<file path="src/rtl/dmem_pkg.sv">
// Shared constants and types for the data-memory load/store unit.
package dmem_pkg;

    // funct3 field (instr[14:12]) of loads and stores
    localparam logic [2:0] F3_B  = 3'b000;
    localparam logic [2:0] F3_H  = 3'b001;
    localparam logic [2:0] F3_W  = 3'b010;
    localparam logic [2:0] F3_BU = 3'b100;
    localparam logic [2:0] F3_HU = 3'b101;

    localparam logic [6:0] OP_LOAD  = 7'b0000011;
    localparam logic [6:0] OP_STORE = 7'b0100011;

    typedef enum logic [1:0] {
        StIdle,
        StBusy,
        StDone,
        StRelease
    } lsu_state_e;

    // Stores only have sb/sh/sw; loads add the unsigned byte/half forms.
    function automatic logic f3_valid(input logic is_store, input logic [2:0] f3);
        if (is_store) begin
            return (f3 == F3_B) || (f3 == F3_H) || (f3 == F3_W);
        end
        return (f3 == F3_B) || (f3 == F3_H) || (f3 == F3_W) ||
               (f3 == F3_BU) || (f3 == F3_HU);
    endfunction

endpackage

</file>
<file path="src/rtl/dmem_lsu_if.sv">
// Word-oriented req/ack memory bus driven by the load/store unit.
interface dmem_lsu_if #(
    parameter int unsigned ADDR_W = 32
);
    logic              req;
    logic              we;
    logic [ADDR_W-1:0] addr;
    logic [3:0]        be;
    logic [31:0]       wdata;
    logic [31:0]       rdata;
    logic              ack;

    modport master (output req, we, addr, be, wdata, input rdata, ack);
    modport slave  (input req, we, addr, be, wdata, output rdata, ack);
endinterface

</file>
<file path="src/rtl/lsu_lane.sv">
// Byte-lane steering: store enables/replication, load extraction, alignment check.
module lsu_lane
    import dmem_pkg::*;
(
    input  logic        we_i,
    input  logic [2:0]  funct3_i,
    input  logic [1:0]  addr_lo_i,
    input  logic [31:0] wdata_i,
    input  logic [31:0] rdata_i,
    output logic [3:0]  be_o,
    output logic [31:0] wdata_o,
    output logic [31:0] rdata_o,
    output logic        misaligned_o
);
    logic [7:0]  byte_sel;
    logic [15:0] half_sel;

    // Lane selection, store replication and load extension.
    always_comb begin
        be_o         = 4'b1111;
        wdata_o      = wdata_i;
        rdata_o      = '0;
        misaligned_o = 1'b0;
        byte_sel     = rdata_i[{addr_lo_i, 3'b000} +: 8];
        half_sel     = addr_lo_i[1] ? rdata_i[31:16] : rdata_i[15:0];

        case (funct3_i)
            F3_B, F3_BU: begin
                if (we_i) begin
                    be_o    = 4'b0001 << addr_lo_i;
                    wdata_o = {4{wdata_i[7:0]}};
                end
            end
            F3_H, F3_HU: begin
                misaligned_o = addr_lo_i[0];
                if (we_i) begin
                    be_o    = 4'b0011 << {addr_lo_i[1], 1'b0};
                    wdata_o = {2{wdata_i[15:0]}};
                end
            end
            F3_W:    misaligned_o = |addr_lo_i;
            default: ;
        endcase

        case (funct3_i)
            F3_B:    rdata_o = {{24{byte_sel[7]}}, byte_sel};
            F3_BU:   rdata_o = {24'b0, byte_sel};
            F3_H:    rdata_o = {{16{half_sel[15]}}, half_sel};
            F3_HU:   rdata_o = {16'b0, half_sel};
            F3_W:    rdata_o = rdata_i;
            default: rdata_o = '0;
        endcase
    end
endmodule

</file>
<file path="src/rtl/dmem_lsu.sv">
// Load/store unit: core strobes -> word-aligned req/ack transactions, done/err pulse back.
module dmem_lsu
    import dmem_pkg::*;
#(
    parameter int unsigned TIMEOUT_CYCLES = 16,
    parameter int unsigned ADDR_W         = 32
) (
    input  logic              clk,
    input  logic              rst,
    input  logic              cpu_read,
    input  logic              cpu_write,
    input  logic [2:0]        cpu_funct3,
    input  logic [ADDR_W-1:0] cpu_addr,
    input  logic [31:0]       cpu_wdata,
    output logic [31:0]       cpu_rdata,
    output logic              cpu_done,
    output logic              cpu_err,
    dmem_lsu_if.master        mem
);
    localparam int unsigned CNT_W = (TIMEOUT_CYCLES < 2) ? 1 : $clog2(TIMEOUT_CYCLES + 1);

    lsu_state_e        state_q, state_d;
    logic [CNT_W-1:0]  cnt_q, cnt_d, cnt_inc;
    logic              mem_req_q, mem_req_d;
    logic              mem_we_q, mem_we_d;
    logic [ADDR_W-1:0] mem_addr_q, mem_addr_d;
    logic [3:0]        mem_be_q, mem_be_d;
    logic [31:0]       mem_wdata_q, mem_wdata_d;
    logic [2:0]        funct3_q, funct3_d;
    logic [1:0]        addr_lo_q, addr_lo_d;
    logic [31:0]       cpu_rdata_q, cpu_rdata_d;
    logic              cpu_err_q, cpu_err_d;

    logic              idle;
    logic              lane_we;
    logic [2:0]        lane_f3;
    logic [1:0]        lane_addr_lo;
    logic [3:0]        lane_be;
    logic [31:0]       lane_wdata;
    logic [31:0]       lane_rdata;
    logic              lane_misaligned;
    logic              dec_err;

    // Decode live inputs while idle; afterwards use the captured access so
    // mid-access input changes cannot disturb load extraction.
    assign idle         = (state_q == StIdle);
    assign lane_we      = idle ? cpu_write : mem_we_q;
    assign lane_f3      = idle ? cpu_funct3 : funct3_q;
    assign lane_addr_lo = idle ? cpu_addr[1:0] : addr_lo_q;

    lsu_lane u_lane (
        .we_i         (lane_we),
        .funct3_i     (lane_f3),
        .addr_lo_i    (lane_addr_lo),
        .wdata_i      (cpu_wdata),
        .rdata_i      (mem.rdata),
        .be_o         (lane_be),
        .wdata_o      (lane_wdata),
        .rdata_o      (lane_rdata),
        .misaligned_o (lane_misaligned)
    );

    assign dec_err = (cpu_read && cpu_write) || !f3_valid(cpu_write, cpu_funct3) ||
                     lane_misaligned;
    assign cnt_inc = cnt_q + 1'b1;

    // Next-state, counter and registered-output logic.
    always_comb begin
        state_d     = state_q;
        cnt_d       = cnt_q;
        mem_req_d   = mem_req_q;
        mem_we_d    = mem_we_q;
        mem_addr_d  = mem_addr_q;
        mem_be_d    = mem_be_q;
        mem_wdata_d = mem_wdata_q;
        funct3_d    = funct3_q;
        addr_lo_d   = addr_lo_q;
        cpu_rdata_d = '0;
        cpu_err_d   = 1'b0;

        unique case (state_q)
            StIdle: begin
                if (cpu_read || cpu_write) begin
                    cnt_d = '0;
                    if (dec_err) begin
                        state_d   = StDone;
                        cpu_err_d = 1'b1;
                    end else begin
                        state_d     = StBusy;
                        mem_req_d   = 1'b1;
                        mem_we_d    = cpu_write;
                        mem_addr_d  = {cpu_addr[ADDR_W-1:2], 2'b00};
                        mem_be_d    = lane_be;
                        mem_wdata_d = lane_wdata;
                        funct3_d    = cpu_funct3;
                        addr_lo_d   = cpu_addr[1:0];
                    end
                end
            end
            StBusy: begin
                // Ack takes priority over a timeout landing on the same cycle.
                if (mem.ack) begin
                    state_d     = StDone;
                    mem_req_d   = 1'b0;
                    cpu_rdata_d = mem_we_q ? 32'b0 : lane_rdata;
                end else if (TIMEOUT_CYCLES != 0 && cnt_inc == CNT_W'(TIMEOUT_CYCLES)) begin
                    state_d   = StDone;
                    mem_req_d = 1'b0;
                    cpu_err_d = 1'b1;
                end else begin
                    cnt_d = cnt_inc;
                end
            end
            StDone:    state_d = StRelease;
            StRelease: if (!cpu_read && !cpu_write) state_d = StIdle;
            default:   state_d = StIdle;
        endcase
    end

    // State and output registers, synchronously cleared.
    always_ff @(posedge clk) begin
        if (rst) begin
            state_q     <= StIdle;
            cnt_q       <= '0;
            mem_req_q   <= 1'b0;
            mem_we_q    <= 1'b0;
            mem_addr_q  <= '0;
            mem_be_q    <= '0;
            mem_wdata_q <= '0;
            funct3_q    <= '0;
            addr_lo_q   <= '0;
            cpu_rdata_q <= '0;
            cpu_err_q   <= 1'b0;
        end else begin
            state_q     <= state_d;
            cnt_q       <= cnt_d;
            mem_req_q   <= mem_req_d;
            mem_we_q    <= mem_we_d;
            mem_addr_q  <= mem_addr_d;
            mem_be_q    <= mem_be_d;
            mem_wdata_q <= mem_wdata_d;
            funct3_q    <= funct3_d;
            addr_lo_q   <= addr_lo_d;
            cpu_rdata_q <= cpu_rdata_d;
            cpu_err_q   <= cpu_err_d;
        end
    end

    assign cpu_done  = (state_q == StDone);
    assign cpu_err   = cpu_err_q;
    assign cpu_rdata = cpu_rdata_q;
    assign mem.req   = mem_req_q;
    assign mem.we    = mem_we_q;
    assign mem.addr  = mem_addr_q;
    assign mem.be    = mem_be_q;
    assign mem.wdata = mem_wdata_q;
endmodule

</file>
<file path="src/flat_wrapper.sv">
// flat-port wrapper written by rule: the top's interface ports become plain ports
module dmem_lsu_flat import dmem_pkg::*;
#(
    parameter int unsigned TIMEOUT_CYCLES = 16,
    parameter int unsigned ADDR_W         = 32
)
  (clk, rst, cpu_read, cpu_write, cpu_funct3, cpu_addr, cpu_wdata, cpu_rdata, cpu_done, cpu_err, mem_req, mem_we, mem_addr, mem_be, mem_wdata, mem_rdata, mem_ack);
  dmem_lsu_if #(.ADDR_W(ADDR_W)) mem_i ();
  input  logic clk;
  input  logic rst;
  input  logic cpu_read;
  input  logic cpu_write;
  input  logic [2:0] cpu_funct3;
  input  logic [ADDR_W-1:0] cpu_addr;
  input  logic [31:0] cpu_wdata;
  output logic [31:0] cpu_rdata;
  output logic cpu_done;
  output logic cpu_err;
  output wire logic [$bits(mem_i.req)-1:0] mem_req;
  output wire logic [$bits(mem_i.we)-1:0] mem_we;
  output wire logic [$bits(mem_i.addr)-1:0] mem_addr;
  output wire logic [$bits(mem_i.be)-1:0] mem_be;
  output wire logic [$bits(mem_i.wdata)-1:0] mem_wdata;
  input wire logic [$bits(mem_i.rdata)-1:0] mem_rdata;
  input wire logic [$bits(mem_i.ack)-1:0] mem_ack;
  assign mem_req = mem_i.req;
  assign mem_we = mem_i.we;
  assign mem_addr = mem_i.addr;
  assign mem_be = mem_i.be;
  assign mem_wdata = mem_i.wdata;
  assign mem_i.rdata = mem_rdata;
  assign mem_i.ack = mem_ack;
  dmem_lsu #(.TIMEOUT_CYCLES(TIMEOUT_CYCLES), .ADDR_W(ADDR_W)) u_core (.clk(clk), .rst(rst), .cpu_read(cpu_read), .cpu_write(cpu_write), .cpu_funct3(cpu_funct3), .cpu_addr(cpu_addr), .cpu_wdata(cpu_wdata), .cpu_rdata(cpu_rdata), .cpu_done(cpu_done), .cpu_err(cpu_err), .mem(mem_i));
endmodule
</file>
<file path="config.mk">
export PLATFORM = sky130hd
export DESIGN_NAME = dmem_lsu_flat
export DESIGN_NICKNAME = d
export VERILOG_FILES = /design/src/rtl/dmem_pkg.sv /design/src/rtl/dmem_lsu_if.sv /design/src/rtl/lsu_lane.sv /design/src/rtl/dmem_lsu.sv /design/src/flat_wrapper.sv
export SDC_FILE = /design/constraint.sdc
export NUM_CORES = 1
export LEC_CHECK = 0
export CAP_MARGIN = 10
export CELL_PAD_IN_SITES_DETAIL_PLACEMENT = 1
export CELL_PAD_IN_SITES_GLOBAL_PLACEMENT = 2
export CORE_ASPECT_RATIO = 0.9
export CORE_MARGIN = 3
export CORE_UTILIZATION = 32
export DETAILED_ROUTE_END_ITERATION = 8
export DONT_BUFFER_PORTS = 1
export PLACE_DENSITY_LB_ADDON = 0.05
export SKIP_LAST_GASP = 1
export SYNTH_ARGS = -nofsm -noshare
export SYNTH_HDL_FRONTEND = slang
export SYNTH_HIERARCHICAL = 1
export SYNTH_SLANG_ARGS = --single-unit
</file>
<file path="constraint.sdc">
create_clock -name clk -period 3.2 [get_ports clk]
set_input_delay 0.96 -clock clk [delete_from_list [all_inputs] [get_ports clk]]
set_output_delay 0.96 -clock clk [all_outputs]
set_load 0.02 [all_outputs]
</file>
==> reports/qor.txt, run 1 <==
die area -> 19500 um^2
RSZ-0062 raised after global routing -> no
Final period util -> 0.883
gpl congestion -> 0.767
Hold Crit Class -> reg -> reg
worst-path cell chain -> inv_1 > ha_1 > buf_4 > mux2_2 > o21ai_0 > o21ai_0 > or4_2 > buf_12 > nand2_1 > a21oi_1
fin nets -> 772
Reg clk slew, reported paths -> 0.06 ns
DRC Markers -> 0
final setup vio count -> 0
clock latency on the worst-skew pair -> 0.42 ns
Clock Skews -> 0.0107 ns
final core occ -> 0.372
Rows -> 45
max_slew headroom -> 0.592
area growth from synthesis to layout -> 11.8%
top cells by area, synth -> dfxtp_1 40%, nand2_1 13%, a21oi_1 6.6%
CTS hold repair buffers -> 0
vias in the first global route -> 4816
vias -> 4743
Synth cell types -> 56
nature of the critical path endpoint -> flop
Design Power -> 0.00599 W
drt pass-1 iters -> 6
I/O Pins -> 208
max-slew violation count -> 0
Crit Path Class -> reg -> reg
die width -> 147 um
Worst-Margin Slew -> 0.609 ns
Main synth FF type -> dfxtp_1
postcts setup bufs -> 0
Hold WS -> 0.461 ns
layout cell share with drive strength beyond 1 -> 0.142
total gr overflow -> 0
fmax -> 354 MHz
core footprint -> 17200 um^2
number of synthesized flops with an enable pin -> 0
clock sinks -> 113
Worst Path Max Fanout -> 71
Seq cells post-synth -> 113
Critical Path Start Type -> flop
Worst R2R Setup Slack -> 0.37 ns
largest net degree at the start of global routing -> 84
Crit path max-delay family -> simple AND/OR/NAND/NOR gates
max cap viols -> 0
GRT Util Overall -> 0.181
CP max stage cell -> or4_2
ys async rst share -> 0
most used cell, CP -> o21ai_0
Mean Syn Cell Area -> 8.27 um^2
most frequent cell after synthesis -> nand2_1
area leader, netlist -> dfxtp_1
CTS tree -> built
IO buf count -> 0
cell area after synthesis -> 5710 um^2
global-route wire length before repair -> 28000 um
Commonest cells post-synth -> 191 x nand2_1, 113 x dfxtp_1, 75 x a21oi_1, 33 x o21ai_0, 32 x and2_1
initial antenna violation count -> 0
vias per inst -> 5.21
ANT cells -> 0
fin crit period -> 2.83 ns
post-synthesis instance total -> 690
CP Buf/Inv Count -> 3
status -> finished clean
Clock Tree Buf Depth -> 2
worst path required time -> 3.51 ns
Max rail drop VDD -> 0.447 mV
CP peak stage delay -> 0.71 ns
Syn. warnings -> 6
Post-DRT Antenna Nets -> 0
Yosys top cell area share -> 0.396
Final Hold Viols -> 0
Power Density -> 938 nW/um^2
Iter 0 DRT Violations -> 204
DRT Wirelength -> 17900 um
Leak -> 2.37 nW
Initial Util -> 0.332
HPWL Detailed -> 12700 um
total CTS buffers -> 17
TNS Setup -> 0 ns
drt wl/cell -> 19.7 um
CP Data Arrival Time -> 3.14 ns
clock root cell -> clkbuf_16
PostCTS Resize Cnt -> 0
post-synthesis sequential area ratio -> 0.396
htree depth -> 4
Die Y -> 133 um
==> through the flow <==
stage                     setup WS [ns]  area (um^2)  std cells
after floorplan                   0.189         5710        691
after global placement            0.386         5710        878
after detailed placement          0.337         5710        878
after CTS                         0.335         6380        910
after global routing              0.139         6380        910
final                             0.374         6380        910
==> final cells by class <==
class                   instances  area (um^2)
fillers                      1999        10800
inverters                       9         33.8
flip-flops and latches        113         2260
well taps                     235          294
multi-input cells             504         2960
repair buffers                 17          153
clock inverters                13          234
clock buffers                  19          443
==> state kept, by name, summed over array words and instances, names as in the netlist <==
register	cells
u_core/addr_lo_q	2
u_core/cnt_q	5
u_core/cpu_err	1
u_core/cpu_rdata	32
u_core/funct3_q	3
u_core/mem.addr	30
u_core/mem.be	4
u_core/mem.req	1
u_core/mem.wdata	32
u_core/mem.we	1
u_core/state_q	2
==> power by group <==
group / internal (W) / leakage (nW) / switching, W
Sequential: 0.00159 / 0.918 / 0.000328
Clock: 0.00148 / 0.319 / 0.000703
Combinational: 0.000743 / 1.14 / 0.00114
Total: 0.00382 / 2.37 / 0.00217
==> cells by family after synthesis <==
kind of cell / Yosys count / synth area share
and+or+nand+nor: 268 / 0.212
DFF: 113 / 0.396
other: 1 / 0.000657
xor gates and xnor gates: 2 / 0.00307
muxes: 49 / 0.0942
AOI/OAI and AO/OA: 177 / 0.194
adders and majority gates: 6 / 0.0131
buffers and inverters: 74 / 0.0866
==> per-layer routing <==
metal / wire (um) / part of all wire / GRT usage
met4: 274 / 0.015 / 0.0679
met5: 0 / 0 / 0
met1: 7900 / 0.44 / 0.228
met3: 1590 / 0.089 / 0.0760
met2: 8140 / 0.45 / 0.276
==> path summary, 6_finish.rpt <==
path | endpoint | start | cells past startpoint
hold reg to reg | u_core/addr_lo_q[0]$_SDFFE_PP0P_ | u_core/addr_lo_q[0]$_SDFFE_PP0P_ | 2
hold / removal | u_core/addr_lo_q[0]$_SDFFE_PP0P_ | u_core/addr_lo_q[0]$_SDFFE_PP0P_ | 2
setup reg to reg | u_core/mem.addr[17]$_SDFFE_PP0P_ | u_core/state_q[0]$_SDFFE_PP0P_ | 10
setup / recovery | u_core/mem.addr[17]$_SDFFE_PP0P_ | u_core/state_q[0]$_SDFFE_PP0P_ | 10
==> layout by cell type, fill, tap and decap left out, types with 2 or more instances in the layout <==
cell type	n
mux2_2	30
conb_1	2
mux2_4	2
nand2_1	191
nor2_1	9
and2_1	32
inv_1	9
a21oi_1	75
a311oi_1	2
buf_12	2
buf_4	15
or2_2	2
a21bo_2	2
clkinv_4	3
a31oi_1	4
o211ai_1	3
a22oi_1	23
nand4_1	3
and3_1	3
a21oi_2	2
nand2b_1	3
mux2i_1	17
dfxtp_1	113
nand3_1	4
o21a_1	2
o21ai_1	2
nor2b_1	4
a211oi_1	17
o21ai_0	33
bufinv_16	6
nor3_1	4
clkbuf_16	17
nor3b_1	2
ha_1	6
clkinvlp_4	3
==> worst register-to-register path, delay by kind of cell, from the launching register on <==
family	cells	cell delay, ns
mux	1	0.35
compound gates	3	0.35
fa+ha+maj	1	0.29
simple gates	2	0.84
flops	1	0.34
buf+inv	3	0.55
(Power assumes the default switching activity.)
==> inputs of run 2 (changes only) <==
--- a/config.mk
+++ b/config.mk
@@ -10,7 +10,7 @@
 export CELL_PAD_IN_SITES_GLOBAL_PLACEMENT = 2
 export CORE_ASPECT_RATIO = 0.9
 export CORE_MARGIN = 3
-export CORE_UTILIZATION = 32
+export CORE_UTILIZATION = 35
 export DETAILED_ROUTE_END_ITERATION = 8
 export DONT_BUFFER_PORTS = 1
 export PLACE_DENSITY_LB_ADDON = 0.05
==> constraint.sdc (replaced) <==
create_clock -name clk -period 2.7 [get_ports clk]
set_input_delay 0.81 -clock clk [delete_from_list [all_inputs] [get_ports clk]]
set_output_delay 0.81 -clock clk [all_outputs]
set_load 0.02 [all_outputs]
==> run 2 against run 1 <==
Via count shrank 1.0%. Critical path depth rose by 2. Register-to-register slack worse by 0.16 ns. Final cell count is 3.3% lower. Clock-buffer cell count decreased by 2. Clock skew fell by 0.0020 ns. Power up 13%. Worst setup slack got worse by 0.16 ns.
==> reports/qor.txt, run 2 (synthesized netlist as in run 1, its figures left out) <==
max cap viols -> 0 (unchanged)
GRT Util Overall -> 0.195 (+0.0138)
fmax -> 402 MHz (+14%)
die area -> 17900 um^2 (-8.2%)
core footprint -> 15700 um^2 (-8.5%)
max-slew violation count -> 0 (unchanged)
layout cell share with drive strength beyond 1 -> 0.150 (+0.00822)
vias per inst -> 5.34 (+2.4%)
Initial Util -> 0.363 (+0.0310)
Max rail drop VDD -> 0.511 mV (+14%)
Post-DRT Antenna Nets -> 0 (unchanged)
Power Density -> 1070 nW/um^2 (+14%)
Final Hold Viols -> 0 (unchanged)
total CTS buffers -> 17 (unchanged)
Reg clk slew, reported paths -> 0.06 ns (about the same)
drt pass-1 iters -> 4 (-2)
ANT cells -> 0 (unchanged)
drt wl/cell -> 20.4 um (+3.7%)
Iter 0 DRT Violations -> 278 (+36%)
clock latency on the worst-skew pair -> 0.42 ns (about the same)
I/O Pins -> 208 (unchanged)
htree depth -> 4 (unchanged)
Critical Path Start Type -> flop
worst path required time -> 3.05 ns (-0.46 ns)
final setup vio count -> 0 (unchanged)
Hold Path Cell Cnt -> 2 (unchanged)
CTS hold repair buffers -> 0 (unchanged)
Die Y -> 127 um (-4.2%)
Final Cell Area -> 6320 um^2 (-1.0%)
commonest non-fill, non-tap cell in the layout -> nand2_1
Hold WS -> 0.452 ns (-0.00942 ns)
Crit Path Class -> reg -> reg
vias -> 4695 (-1.0%)
HPWL Detailed -> 12200 um (-4.1%)
CP Data Arrival Time -> 2.83 ns (-0.31 ns)
initial antenna violation count -> 0 (unchanged)
Worst-Margin Slew -> 0.674 ns (+0.0655 ns)
fin nets -> 775 (+0.39%)
DRC Markers -> 0 (unchanged)
area of the multi-input gates -> 2980 um^2 (+0.63%)
PnR worst setup slack -> 0.214 ns (-0.161 ns)
TNS Setup -> 0 ns (unchanged)
number of fillers in the final layout -> 1867 (-6.6%)
IO buf count -> 0 (unchanged)
RSZ-0062 raised after global routing -> no
clock sinks -> 113 (unchanged)
Leak -> 2.36 nW (-0.58%)
Clock Skews -> 0.00870 ns (-0.00196 ns)
Clock Tree Buf Depth -> 2 (unchanged)
Final period util -> 0.921 (+0.0379)
status -> finished clean
largest net degree at the start of global routing -> 84 (unchanged)
DRT Wirelength -> 18000 um (+0.26%)
total gr overflow -> 0 (unchanged)
Placed Area -> 5700 um^2 (about the same)
global-route wire length before repair -> 27700 um (-1.2%)
CTS tree -> built
Rows -> 43 (-4.4%)
area growth from synthesis to layout -> 10.7%
R2R cell count -> 12 (+2)
Register Area -> 2260 um^2 (unchanged)
most frequent cells in the layout -> 191 x nand2_1, 113 x dfxtp_1, 75 x a21oi_1, 32 x and2_1, 31 x o21ai_0
nature of the critical path endpoint -> flop
clock root cell -> clkbuf_16
max_slew headroom -> 0.548 (-0.0439)
DP Worst Slack -> 0.00216 ns (-0.335 ns)
gpl congestion -> 0.792 (+3.3%)
Hold Crit Class -> reg -> reg
Worst Path Max Fanout -> 41 (-42%)
fin crit period -> 2.49 ns (-0.339 ns)
vias in the first global route -> 4839 (+0.48%)
die width -> 141 um (-4.2%)
-- run 2: cell count changes in the layout (fill, tap and decap cells not counted), moves of 2 or more --
cell and delta:
o21ai_0 -2, clkinv_2 +2, bufinv_16 -5, inv_6 +3
-- run 2: final cells by class --
type / count / area share
clock buffer: 17 / 0.0673
inverter: 9 / 0.00535
timing repair buffer: 20 / 0.0357
multi-input combinational: 504 / 0.472
tap: 202 / 0.0400
clock inverter: 15 / 0.0216
sequential: 113 / 0.358
-- run 2: layer usage --
metal,share of wire,global-route usage,vias up
met4,0.014,0.0581,0
met1,0.45,0.254,2230
met5,0,0,-
met2,0.45,0.298,152
li1,-,-,2298
met3,0.081,0.0775,15
-- run 2: power by group --
| part | switching (W) | internal, W | total [W] |
|---|---|---|---|
| Combinational | 0.00139 | 0.000973 | 0.00236 |
| Sequential | 0.000388 | 0.00189 | 0.00228 |
| Clock | 0.000868 | 0.00127 | 0.00214 |
-- run 2: worst max-delay path, stage by stage, from the launching register on --
cell	delay (ns)
dfxtp_1	0.34
inv_1	0.13
ha_4	0.23
mux2_2	0.37
nor2b_1	0.15
nand2_1	0.08
o21ai_2	0.06
buf_4	0.15
nor4_4	0.29
buf_4	0.17
buf_12	0.20
nand2_1	0.09
a21oi_1	0.13
-- run 2: final timing paths --
check	startpoint	endpoint	slack (ns)
worst max-delay path	u_core/state_q[0]$_SDFFE_PP0P_	u_core/mem.wdata[27]$_SDFFE_PP0P_	0.21
worst min-delay path	u_core/addr_lo_q[1]$_SDFFE_PP0P_	u_core/addr_lo_q[1]$_SDFFE_PP0P_	0.45
worst max register to register	u_core/state_q[0]$_SDFFE_PP0P_	u_core/mem.wdata[27]$_SDFFE_PP0P_	0.21
worst min register to register	u_core/addr_lo_q[1]$_SDFFE_PP0P_	u_core/addr_lo_q[1]$_SDFFE_PP0P_	0.45
-- run 2: timing repair --
item                                    in CTS  in global routing
gates cloned                                 0                  1
buffers inserted                             0                  1
resized for setup                            1                  2
endpoints found under the setup margin      35                 71
pin swaps                                    0                  1
-- run 2: through the flow --
stage                     instances  total power, W   util
after detailed placement        846         0.00463  0.363
after CTS                       878         0.00680  0.399
after global placement          846         0.00455  0.363
final                           880         0.00678  0.402
after global routing            880         0.00723  0.402
after floorplan                 691         0.00421      -
